===== src/rtl/ccu_pkg.sv =====
// Shared definitions for the crosswalk control unit: interval-timer state
// encoding and the default timer tick count agreed between ccu_top and the timer.
package ccu_pkg;

    localparam int CCU_TVALUE = 4;
    localparam int CCU_MULT_W = 2;

    localparam logic [1:0] ST_IDLE = 2'd0;
    localparam logic [1:0] ST_LOAD = 2'd1;
    localparam logic [1:0] ST_RUN  = 2'd2;
    localparam logic [1:0] ST_DONE = 2'd3;

    typedef enum logic [1:0] {
        IDLE = ST_IDLE,
        LOAD = ST_LOAD,
        RUN  = ST_RUN,
        DONE = ST_DONE
    } timer_state_e;

endpackage


===== src/rtl/ccu_tick_gen.sv =====
// Prescaler for the interval timer: one tick every TICK_DIV enabled cycles,
// restartable through clr. With TICK_DIV=1 every enabled cycle is a tick.
module ccu_tick_gen #(
    parameter int TICK_DIV = 1
) (
    input  logic clk,
    input  logic reset,
    input  logic clr,
    input  logic en,
    output logic tick
);

    generate
        if (TICK_DIV <= 1) begin : g_bypass
            logic unused_bypass;
            assign unused_bypass = ^{clk, reset, clr};
            assign tick = en;
        end else begin : g_div
            localparam int PW = $clog2(TICK_DIV);
            localparam logic [PW-1:0] LAST = PW'(TICK_DIV - 1);

            logic [PW-1:0] pre_reg;
            logic [PW-1:0] pre_next;

            always_comb begin
                pre_next = pre_reg;
                if (clr) begin
                    pre_next = '0;
                end else if (en) begin
                    pre_next = (pre_reg == LAST) ? '0 : pre_reg + PW'(1);
                end
            end

            always_ff @(posedge clk) begin
                if (reset) begin
                    pre_reg <= '0;
                end else begin
                    pre_reg <= pre_next;
                end
            end

            assign tick = en && !clr && (pre_reg == LAST);
        end
    endgenerate

endmodule


===== src/rtl/ccu_interval_timer.sv =====
// Restartable interval timer answering the ccu FSM: after tr falls it counts
// TICK_DIV*TVALUE*M cycles, then raises cf and holds it until the next tr.
module ccu_interval_timer
    import ccu_pkg::*;
#(
    parameter int TVALUE   = CCU_TVALUE,
    parameter int TICK_DIV = 1,
    localparam int CW      = $clog2(3 * TVALUE + 1)
) (
    input  logic                  clk,
    input  logic                  reset,
    input  logic                  tr,
    input  logic [CCU_MULT_W-1:0] multiplier,
    output logic                  cf,
    output logic                  busy,
    output logic [CW-1:0]         remaining
);

    localparam logic [CW-1:0] TV = CW'(TVALUE);

    timer_state_e          state_reg, state_next;
    logic [CCU_MULT_W-1:0] m_reg, m_next;
    logic [CW-1:0]         count_reg, count_next;
    logic                  cf_reg, cf_next;
    logic                  busy_reg, busy_next;
    logic [CW-1:0]         remaining_reg, remaining_next;

    logic                  tick;
    logic                  tick_en;
    logic [CW-1:0]         load_value;

    // 3*TVALUE fits in CW bits by construction, so the product never wraps.
    assign load_value = TV * {{(CW - CCU_MULT_W){1'b0}}, multiplier};

    // The LOAD cycle already counts, so cf lands exactly on the product edge.
    assign tick_en = !tr && (((state_reg == LOAD) && (m_reg != '0)) ||
                             (state_reg == RUN));

    ccu_tick_gen #(
        .TICK_DIV(TICK_DIV)
    ) ccu_tick_gen_inst (
        .clk  (clk),
        .reset(reset),
        .clr  (tr),
        .en   (tick_en),
        .tick (tick)
    );

    always_comb begin
        state_next = state_reg;
        m_next     = m_reg;
        count_next = count_reg;

        if (tr) begin
            state_next = LOAD;
            m_next     = multiplier;
            count_next = load_value;
        end else begin
            case (state_reg)
                IDLE: begin
                    state_next = IDLE;
                end
                LOAD: begin
                    if (m_reg == '0) begin
                        state_next = DONE;
                        count_next = '0;
                    end else begin
                        state_next = RUN;
                        if (tick) begin
                            if (count_reg == CW'(1)) begin
                                state_next = DONE;
                                count_next = '0;
                            end else begin
                                count_next = count_reg - CW'(1);
                            end
                        end
                    end
                end
                RUN: begin
                    if (tick) begin
                        if (count_reg == CW'(1)) begin
                            state_next = DONE;
                            count_next = '0;
                        end else begin
                            count_next = count_reg - CW'(1);
                        end
                    end
                end
                DONE: begin
                    state_next = DONE;
                end
                default: begin
                    state_next = IDLE;
                    count_next = '0;
                end
            endcase
        end
    end

    // Outputs come straight from flops so proceed = cf & ~tr cannot glitch.
    always_comb begin
        cf_next        = (state_next == DONE);
        busy_next      = (state_next == RUN);
        remaining_next = '0;
        if ((state_next == LOAD) || (state_next == RUN)) begin
            remaining_next = count_next;
        end
    end

    always_ff @(posedge clk) begin
        if (reset) begin
            state_reg     <= IDLE;
            m_reg         <= '0;
            count_reg     <= '0;
            cf_reg        <= 1'b0;
            busy_reg      <= 1'b0;
            remaining_reg <= '0;
        end else begin
            state_reg     <= state_next;
            m_reg         <= m_next;
            count_reg     <= count_next;
            cf_reg        <= cf_next;
            busy_reg      <= busy_next;
            remaining_reg <= remaining_next;
        end
    end

    assign cf        = cf_reg;
    assign busy      = busy_reg;
    assign remaining = remaining_reg;

endmodule


===== config.mk =====
export PLATFORM = sky130hd
export DESIGN_NAME = ccu_interval_timer
export DESIGN_NICKNAME = d
export VERILOG_FILES = /design/src/rtl/ccu_pkg.sv /design/src/rtl/ccu_tick_gen.sv /design/src/rtl/ccu_interval_timer.sv
export SDC_FILE = /design/constraint.sdc
export NUM_CORES = 1
export LEC_CHECK = 0
export ABC_AREA = 1
export BUFFER_PORTS_ARGS = -buffer_cell sky130_fd_sc_hd__buf_2
export CAP_MARGIN = 20
export CORE_AREA = 2 2 39 41
export CTS_CLUSTER_DIAMETER = 150
export DETAILED_ROUTE_END_ITERATION = 7
export DIE_AREA = 0 0 41 43
export HOLD_SLACK_MARGIN = 0.15
export PLACE_DENSITY_LB_ADDON = 0.08
export SYNTH_ARGS = -nofsm -noshare
export SYNTH_HDL_FRONTEND = slang
export SYNTH_SLANG_ARGS = --single-unit

===== constraint.sdc =====
create_clock -name clk -period 2.4 [get_ports clk]
set_clock_uncertainty 0.05 [all_clocks]
set_input_delay 0.24 -clock clk [delete_from_list [all_inputs] [get_ports clk]]
set_output_delay 0.24 -clock clk [all_outputs]
set_load 0.05 [all_outputs]

## Yosys cells after proc, flatten, opt, wreduce, memory -nomap -nowiden

Cells that the tools add are included.
Widths: inputs -> output; s select.

| operators by class | value |
|---|---|
| add/subtract/negate cells | 1 |
| multipliers | 0 |
| divide/modulo/power cells | 0 |
| $lt $le $gt $ge | 0 |
| eq/ne operators | 7 |
| shift-type cells | 0 |
| multiplexer cells | 12 |
| bitwise gates (word level) | 1 |
| reduce and logical (&&, ||, !) cells | 9 |

Operators by type and width:

| cell | count |
|---|---|
| $mux 4 | 4 |
| $eq 2x2->1 const B | 4 |
| $pmux 2 s4 | 1 |
| $pmux 4 s2 | 1 |
| $mux 2 | 3 |
| $eq 2x1->1 const B | 2 |
| $eq 4x1->1 const B | 1 |
| $logic_not 2->1 | 2 |
| $sub 4x1->4 const B | 1 |
| $mux 1 | 3 |
| $logic_and 1x1->1 | 2 |
| $logic_or 1x1->1 | 2 |
| $reduce_bool 2->1 | 1 |
| $reduce_or 2->1 | 1 |
| $logic_not 1->1 | 1 |
| $not 1->1 | 1 |

| word-level totals | value |
|---|---|
| bits in registers | 14 |
| bits in latches | 0 |
| memory bits (writable) | 0 |
| bits in read-only memories | 0 |
| bits of input ports | 5 |
| output and inout bits | 6 |
| word-level logic and storage cells | 36 |
| memories kept | 0 |

## Logic depth before layout (Yosys ltp)

Gate-level depths: netlist (run 1).

| depth | value |
|---|---|
| word-level depth | 12 |
| mapped depth | 12 |
| gate-level depth less buffers | 12 |

## Cells and area by module

A second synthesis (run 1) with hierarchy kept.

| unflattened totals | value |
|---|---|
| cells, all modules | 98 |
| area total of the unflattened synthesis | 714.4 µm² |

Modules (own cells, without submodules):

| module | instances | cells an instance | area each (µm²) | sequential area each (µm²) |
|---|---|---|---|---|
| ccu_interval_timer | 1 | 97 | 706.9 | 280.3 |
| ccu_tick_gen | 1 | 1 | 7.5 | 0.0 |

## Worst setup path after synthesis (run 1)

OpenSTA, ideal clock, no wires.

| timing path | value |
|---|---|
| path kind | reg2reg |
| start | reg state_reg[0] |
| end | reg remaining_reg[2], in the netlist remaining[2] |
| setup time | 70 ps |
| arrival | 1,515 ps |
| data required time | 2,280 ps |
| setup slack | 765 ps |
| stages on the path, launching flop included | 12 |
| buffers on the path | 0 |
| period minus slack after synthesis | 1,635 ps |
| path through | dfxtp_1 inv_1 ha_1 inv_1 nand2_4 nand3_2 nand2_1 nand2_1 nand3_2 a21oi_1 ha_1 a21oi_1 |

| on the way | value |
|---|---|
| cells in the longest elaborated chain, start to end | 12 |
| elaborated cells between the ends (all ways) | 22 |
| those cells by class | 5 x eq/ne; 10 x mux; 1 x bitwise; 6 x reduce/logical |

Ends and longest elaborated chain:

| item | RTL line | source |
|---|---|---|
| start: declaration | ccu_interval_timer.sv:21 | `timer_state_e state_reg, state_next;` |
| start signal: assignment | ccu_interval_timer.sv:119 | `state_reg <= state_next;` |
| $eq 2x1->1 | ccu_interval_timer.sv:36, ccu_interval_timer.sv:59 |  |
| $logic_and 1x1->1 | ccu_interval_timer.sv:36 | `assign tick_en = !tr && (((state_reg == LOAD) && (m_reg != '0)) \|\|` |
| $logic_or 1x1->1 | ccu_interval_timer.sv:36 |  |
| $logic_and 1x1->1 | ccu_interval_timer.sv:36 |  |
| $mux 1 | ccu_interval_timer.sv:69 | `if (tick) begin` |
| $mux 1 | ccu_interval_timer.sv:64 | `if (m_reg == '0) begin` |
| $pmux 2 s4 | ccu_interval_timer.sv:59 | `case (state_reg)` |
| $mux 2 | ccu_interval_timer.sv:54 | `if (tr) begin` |
| $eq 2x1->1 / $eq 2x2->1 (equally long branches) | ccu_interval_timer.sv:105 | `if ((state_next == LOAD) \|\| (state_next == RUN)) begin` |
| $logic_or 1x1->1 | ccu_interval_timer.sv:105 |  |
| $not 1->1 (no line) | - |  |
| $reduce_or 2->1 (no line) | - |  |
| end signal: assignment | ccu_interval_timer.sv:124 | `remaining_reg <= remaining_next;` |
| end: declaration | ccu_interval_timer.sv:26 | `logic [CW-1:0] remaining_reg, remaining_next;` |

Several ways; a longest one is shown, not always the timed one.
A chain may end at the register's enable or synchronous reset.

## Worst setup path in the final report (run 1)

| timing path | value |
|---|---|
| start | reg state_reg[1] |
| end | reg remaining_reg[2], in the netlist remaining[2] |

Same word-level chain as after synthesis.

==> results of run 1 <==
-- final cells by class --
type | count | area (sq um) | share of cell area, %
multi-input combinational | 56 | 360 | 43.6
sequential | 14 | 280 | 33.9
inverter | 20 | 80.1 | 9.68
timing repair buffer | 10 | 50.0 | 6.05
clock buffer | 4 | 36.3 | 4.39
tap | 16 | 20.0 | 2.42
-- cells in the mapped netlist --
cell type / number
o21ai_2: 1
and2_4: 1
inv_2: 3
dfxtp_1: 14
a21oi_1: 4
nand3_2: 4
nor2_1: 4
a21oi_2: 2
inv_4: 2
nor3_1: 2
nand3_1: 6
buf_6: 1
nand2_4: 1
nand3_4: 1
nand2_1: 18
inv_1: 15
nor2_2: 1
o21ai_1: 4
ha_1: 7
-- cell families (layout without fill, tap and decap cells) --
family	after synthesis	count (layout)	share of synthesized area (%)
simple gates	38	38	28.2
fa+ha+maj	7	7	12.0
buf+inv	21	34	12.5
compound gates	11	11	9.06
flops	14	14	38.3
-- layer usage --
| metal | wire, um | GRT usage (%) | up-vias |
|---|---|---|---|
| met4 | 35 | 12.0 | 0 |
| met1 | 604 | 22.8 | 262 |
| li1 | - | - | 307 |
| met3 | 36 | 4.71 | 4 |
| met2 | 613 | 28.4 | 6 |
| met5 | 0 | 0 | - |
-- stage by stage --
step                total power, mW  instance area, sq um  instances  hold slack, ns  util (%)
floorplan                     0.308                   732         91           0.259         -
global placement              0.322                   791        116           0.430      57.1
detailed placement            0.323                   791        116           0.433      57.1
CTS                           0.494                   827        120           0.153      59.8
global route                  0.509                   827        120           0.171      59.8
finish                        0.490                   827        120           0.156      59.8
-- how the worst min path moves through the flow --
stage / to / slack (ns) / startpoint
after floorplan: state_reg[0] / 0.26 / reset
after global placement: m_reg[0] / 0.43 / m_reg[0]
after detailed placement: m_reg[1] / 0.43 / m_reg[1]
after CTS: state_reg[0] / 0.15 / reset
after global routing: busy / 0.17 / reset
final: busy / 0.16 / reset
-- where the power goes --
part | internal [mW] | leakage [nW] | switching (mW)
Clock | 0.0924 | 0.0210 | 0.0805
Combinational | 0.0229 | 0.281 | 0.0479
Sequential | 0.241 | 0.114 | 0.00506
Total | 0.356 | 0.417 | 0.133
==> metrics.md, run 1 <==
| Metric | Value |
|---|---|
| Transition time of the tightest slew-check pin | `about 0.25 ns` |
| Worst reg2reg startpoint | `state_reg[1]` |
| Cell depth of the worst min-delay path | `2` |
| Number of buffers inserted by post-CTS setup repair | `0` |
| Placement Setup Slack | `a little over 0.6 ns` |
| Die boundary width | `between 40 and 50 um` |
| Final total negative setup slack | `0 ns` |
| Synth cell types | `19` |
| Mean number of vias per cell | `approximately 4.8` |
| Clk Latency, worst-skew pair | `~0.28 ns` |
| Crit path to | `remaining[2]` |
| Worst endpoint required time | `2.57 ns` |
| Share of Yosys cell area claimed by the top area cell type | `a little under two fifths` |
| Leading cell type in the layout, fill and taps excluded | `nand2_1` |
| Critical path launch point | `state_reg[1]` |
| P_leak | `between 0.4 and 0.5 nW` |
| Post-route DRC | `0` |
| Share of cells above drive strength 1 | `roughly 29%` |
| Sequential share of the synthesized area | `between 30% and 40%` |
| Final net count | `around 120` |
| Final-layout fill cell count | `between 100 and 150` |
| Core Region | `0.00138 sq mm` |
| Worst flop-to-flop path endpoint | `remaining[2]` |
| Outcome | `complete, no violations` |
| Worst path bufs/invs | `1` |
| Sort of element at the end of the critical path | `flop` |
| Power per unit of standard cell area | `592 mW/mm^2` |
| Cell at the root of the clock tree | `clkbuf_4` |
| Maximum net fanout on the critical path | `5` |
| Max-cap violations | `0` |
| Number of endpoints failing setup at the final stage | `0` |
| Cell count along the critical path | `11` |
| Cell type of the slowest stage on the worst timing path | `dfxtp_1` |
| CTS buffer count | `3` |
| Post-synthesis net count | `103` |
| Antenna cells | `0` |
| Summed instance area of the synthesized netlist | `about 730 sq um` |
| Maximum number of buffers from clock root to sink | `2` |
| Die Outline Area | `around 0.0018 sq mm` |
| Most frequent cells in the layout | `18 x nand2_1, 15 x inv_1, 14 x dfxtp_1` |
| Number of hold violations in the final report | `0` |
| Vias in the first global route | `approximately 540` |
| Wire length reported by the detailed router | `1.29 mm` |
| Y dimension of the die | `around 43 um` |
| Detailed-route via count | `579` |
| Biggest cell delay along the critical path | `between 0.3 and 0.4 ns` |
| Arrival time at the worst endpoint | `1.96 ns` |
| Half-perimeter wire length of the detailed placement result | `approximately 1 mm` |
| Setup repair after global routing missed its margin | `false` |
| Worst R2R Setup Slack | `0.61 ns` |
| Mean post-synth cell area | `between 8 and 9 sq um` |
| Slew Limit Headroom | `a little over 80%` |
| Tot GR Track Use | `a little under a fifth` |
| Syn-to-layout area delta | `13.0%` |
| Wire length per cell | `10.7 um` |
| Antenna violations before repair | `0` |
| Worst Slack Setup Final | `0.613 ns` |
| Starting utilization of the core area | `a little over half` |
| Clock H-tree levels | `1` |
| CP Cell Sequence | `inv_1 > ha_1 > o21ai_2 > nand2_4 > nand3_2 > nand2_1 > nand2_1 > nand3_2 > a21oi_1 > ha_1 > a21oi_1` |
| Crit path kind | `reg2reg` |
| Leading cell types by total area after synthesis | `dfxtp_1 38%, ha_1 12%, nand2_1 9.2%` |
| Number of hold-repair buffers added at the cts stage | `0` |
| Number of sinks driven by the clock tree | `14` |
| RD Place Congestion | `0.757` |
| Wire length of the first global-routing pass | `roughly 2.2 mm` |
| Pre-Repair DR Iteration Count | `4` |
| Post-route clock period utilization | `approximately 74%` |
| Cell family with the largest share of critical-path delay | `adder cells` |
| Post-synthesis cell count | `between 90 and 100` |
| Startpoint type of the worst setup path | `flop` |
| Number of DRC violations after detailed-routing iteration 0 | `7` |
| TritonCTS clock tree | `built` |
| Overflow left after global routing | `0` |
| Num ports | `11` |
| Worst Hold Class | `in2reg` |
| Maximum number of pins on one net before global-route repair | `9` |
| Worst ir drop on vdd | `0.599 mV` |
| Final worst path period need | `about 1.8 ns` |
| Post-cts sizing count | `0` |
| Count of buffers inserted at the top-level ports | `10` |
| Post-synthesis cell type with the largest combined area | `dfxtp_1` |
| Antenna-violating nets left | `0` |
| Number of slew-limit violations in the final report | `0` |
| FF-to-FF path depth | `11` |
| Flops & latches, synth | `14` |
| Number of synthesis warnings | `0` |
| Row cnt | `14` |
| CTS clk-pin slew, worst paths | `approximately 0.09 ns` |
| Maximum clock frequency | `approximately 0.56 GHz` |
(Power assumes the default switching activity.)
==> run 2, diff against run 1 <==
--- a/config.mk
+++ b/config.mk
@@ -5,13 +5,13 @@
 export SDC_FILE = /design/constraint.sdc
 export NUM_CORES = 1
 export LEC_CHECK = 0
-export ABC_AREA = 1
+export ABC_AREA = 0
 export BUFFER_PORTS_ARGS = -buffer_cell sky130_fd_sc_hd__buf_2
 export CAP_MARGIN = 20
-export CORE_AREA = 2 2 39 41
+export CORE_MARGIN = 2
+export CORE_UTILIZATION = 47
 export CTS_CLUSTER_DIAMETER = 150
 export DETAILED_ROUTE_END_ITERATION = 7
-export DIE_AREA = 0 0 41 43
 export HOLD_SLACK_MARGIN = 0.15
 export PLACE_DENSITY_LB_ADDON = 0.08
 export SYNTH_ARGS = -nofsm -noshare
==> constraint.sdc (replaced) <==
create_clock -name clk -period 1.6 [get_ports clk]
set_clock_uncertainty 0.05 [all_clocks]
set_input_delay 0.16 -clock clk [delete_from_list [all_inputs] [get_ports clk]]
set_output_delay 0.16 -clock clk [all_outputs]
set_load 0.05 [all_outputs]
==> run 2 against run 1 <==
Net effect: the flow now finishes with violations (negative setup slack); routed wire length rose by 72%; sequential cell count did not move; critical path depth decreased by 4; critical endpoint is now remaining[3].
==> metrics.md, run 2 <==
| Metric | Value |
|---|---|
| Post-route DRC | `0 (unchanged)` |
| Instance count after placement with tap cells included | `115 (-0.86%)` |
| Post-synthesis net count | `89 (-14%)` |
| Number of endpoints failing setup at the final stage | `8 (+8)` |
| Number of hold violations in the final report | `0 (unchanged)` |
| Post-synthesis cell count | `77 (-15%)` |
| Clock H-tree levels | `1 (unchanged)` |
| Antenna cells | `0 (unchanged)` |
| Placement Setup Slack | `-0.311 ns (-0.929 ns)` |
| Wire length reported by the detailed router | `2.22 mm (+72%)` |
| Worst Slack Setup Final | `-0.310 ns (-0.923 ns)` |
| Final total negative setup slack | `-1.48 ns (-1.48 ns)` |
| Count of buffers inserted at the top-level ports | `10 (unchanged)` |
| Leading cell type in the layout, fill and taps excluded | `buf_4` |
| Number of slew-limit violations in the final report | `0 (unchanged)` |
| Row cnt | `13 (-1)` |
| Max-cap violations | `0 (unchanged)` |
| Mean post-synth cell area | `9.16 sq um (+14%)` |
| Number of DRC violations after detailed-routing iteration 0 | `23 (+16)` |
| Antenna-violating nets left | `0 (unchanged)` |
| Wire length per cell | `17.3 um (+61%)` |
| Arrival time at the worst endpoint | `2.09 ns (+0.13 ns)` |
| Detailed-route via count | `734 (+27%)` |
| Hold path start | `reset` |
| Maximum net fanout on the critical path | `4 (-1)` |
| Register share of total power | `41.1% (-9.1 points)` |
| Pwr Total | `0.904 mW (+85%)` |
| Net switching power | `0.282 mW (+110%)` |
| Worst reg2reg startpoint | `state_reg[0]` |
| P_leak | `0.506 nW (+21%)` |
| Post-synthesis cell type with the largest combined area | `dfxtp_1` |
| Combinational group share of total power | `29.6% (+15 points)` |
| Maximum clock frequency | `0.524 GHz (-6.5%)` |
| Worst endpoint required time | `1.78 ns (-0.79 ns)` |
| Primary flip-flop cell chosen by synthesis mapping | `dfxtp_1` |
| Antenna violations before repair | `0 (unchanged)` |
| Setup repair after global routing missed its margin | `true` |
| Num ports | `11 (unchanged)` |
| Share of total power consumed by net switching | `31.2% (+3.9 points)` |
| Number of synthesis warnings | `0 (unchanged)` |
| Maximum number of pins on one net before global-route repair | `15 (+6)` |
| EDFF count, synth | `0 (unchanged)` |
| TritonCTS clock tree | `built` |
| Cell Area, Placed | `887 sq um (+12%)` |
| Internal Pwr Total | `0.622 mW (+75%)` |
| Worst Hold Class | `in2reg` |
| Count of placed standard cells in the final layout, fillers left out | `128 (+6.7%)` |
| Cell at the root of the clock tree | `clkbuf_4` |
| Worst slack on hold paths | `0.212 ns (+0.0565 ns)` |
| Outcome | `finished with violations` |
| Half-perimeter wire length of the detailed placement result | `1.25 mm (+23%)` |
| Post-route clock period utilization | `119% (+45 points)` |
| Violations in the final reports | `negative setup slack` |
| Flops & latches, synth | `14 (unchanged)` |
| Clock group share of total power | `29.3% (-6.0 points)` |
| Pre-Repair DR Iteration Count | `4 (unchanged)` |
| Tot GR Track Use | `24.0% (+5.1 points)` |
| Final net count | `126 (+7.7%)` |
| Starting utilization of the core area | `52.3% (-0.62 points)` |
| Number of sinks driven by the clock tree | `14 (unchanged)` |
| Y dimension of the die | `42.8 um (-0.58%)` |
| Final worst path period need | `1.91 ns (+0.123 ns)` |
| Crit path kind | `reg2reg` |
| Wire length of the first global-routing pass | `3.18 mm (+46%)` |
| Share of cells above drive strength 1 | `59.3% (+30 points)` |
| CTS clk-pin slew, worst paths | `0.09 ns (about the same)` |
| Critical path launch point | `state_reg[0]` |
| Sequential share of the synthesized area | `39.7% (+1.4 points)` |
| Leading cell types by total area after synthesis | `dfxtp_1 40%, ha_1 12%, nor2_1 5.9%` |
| Power per unit of standard cell area | `741 mW/mm^2 (+25%)` |
| CTS buffer count | `3 (unchanged)` |
| Clk Latency, worst-skew pair | `0.30 ns (+0.02 ns)` |
| Final design area excluding fillers | `0.00122 sq mm (+48%)` |
| Die boundary width | `42.8 um (+4.3%)` |
| Vias in the first global route | `718 (+32%)` |
| Most numerous cell types in the synthesized netlist | `14 x dfxtp_1, 11 x nor2_1, 7 x ha_1` |
| Post-layout util | `90.4% (+31 points)` |
| Synth cell types | `29 (+10)` |
| RD Place Congestion | `0.875 (+16%)` |
| Share of Yosys cell area claimed by the top area cell type | `39.7% (+1.4 points)` |
| Slew Limit Headroom | `73.1% (-10 points)` |
| Startpoint type of the worst setup path | `flop` |
| Sort of element at the end of the critical path | `flop` |
| Summed instance area of the synthesized netlist | `706 sq um (-3.6%)` |
| Maximum number of buffers from clock root to sink | `2 (unchanged)` |
| Die Outline Area | `0.00183 sq mm (+3.7%)` |
| Most frequent cells in the layout | `19 x buf_4, 11 x dfxtp_1, 10 x nor2_1, 10 x buf_2` |
| Core Region | `0.00135 sq mm (-2.4%)` |
| Worst ir drop on vdd | `0.663 mV (+11%)` |
| Fraction of registers with async set/reset | `0% (unchanged)` |
| Most common cell in the netlist | `dfxtp_1` |
| Overflow left after global routing | `0 (unchanged)` |
| Mean number of vias per cell | `5.73 (+19%)` |
| Syn-to-layout area delta | `72.9%` |
| Transition time of the tightest slew-check pin | `0.403 ns (+0.148 ns)` |
run 2: cell count changes after synthesis, sizes merged, moves of 2 or more:
| cell | previous run | this run |
|---|---|---|
| a21oi | 6 | 3 |
| a221oi | 0 | 2 |
| inv | 20 | 7 |
| nand2 | 19 | 3 |
| nand2b | 0 | 2 |
| nand3 | 11 | 0 |
| nor2 | 5 | 11 |
| nor2b | 0 | 4 |
| nor3 | 2 | 5 |
| nor4 | 0 | 4 |
| o21ai | 5 | 1 |
run 2: logic make-up after synthesis:
logic type	synth area share, %
adders and majority gates	12.4
and+or+nand+nor	25.7
AOI/OAI and AO/OA	15.8
DFF	39.7
muxes	1.42
buffers and inverters	4.96
run 2: final timing paths:
check	end	slack, ns	cells after the start
max	remaining[3]	-0.31	7
min	state_reg[0]	0.21	2
max reg2reg	remaining[3]	-0.31	7
min reg2reg	m_reg[1]	0.47	2
run 2: worst max-delay path, stage by stage (launching register included):
cell and delay (ns):
dfxtp_4 0.39, inv_4 0.05, ha_4 0.16, or2_1 0.23, a221o_1 0.32, a21oi_2 0.21
ha_4 0.26, nor3_2 0.18
run 2: final cells by class:
class / instances / area, sq um
multi-input cells: 54 / 596
flip-flops and latches: 14 / 289
repair buffers: 34 / 246
fillers: 54 / 130
clock buffers: 4 / 36.3
inverters: 7 / 33.8
well taps: 15 / 18.8
run 2: power by group through the flow:
stage | Sequential (mW) | Clock (mW) | Combinational (mW)
final | 0.372 | 0.265 | 0.268
after global placement | 0.378 | 0 | 0.147
after global routing | 0.373 | 0.281 | 0.283
after detailed placement | 0.379 | 0 | 0.150
after CTS | 0.370 | 0.271 | 0.211
after floorplan | 0.395 | 0 | 0.0773
run 2: timing repair:
action / 4_1_cts / 5_1_grt
cloned: 0 / 0
hold endpoints to repair: 2 / 0
hold buffers: 2 / 0
buffers inserted: 4 / 6
setup endpoints to repair: 8 / 10
gates resized for setup: 19 / 20
pin swaps: 9 / 9
run 2: routing by layer:
| metal | up-vias | global-route usage [%] | share of wire (%) |
|---|---|---|---|
| met4 | 0 | 15.6 | 3.1 |
| li1 | 346 | - | - |
| met3 | 7 | 6.81 | 3.8 |
| met2 | 20 | 34.8 | 48 |
| met5 | - | 0 | 0 |
| met1 | 361 | 30.7 | 45 |
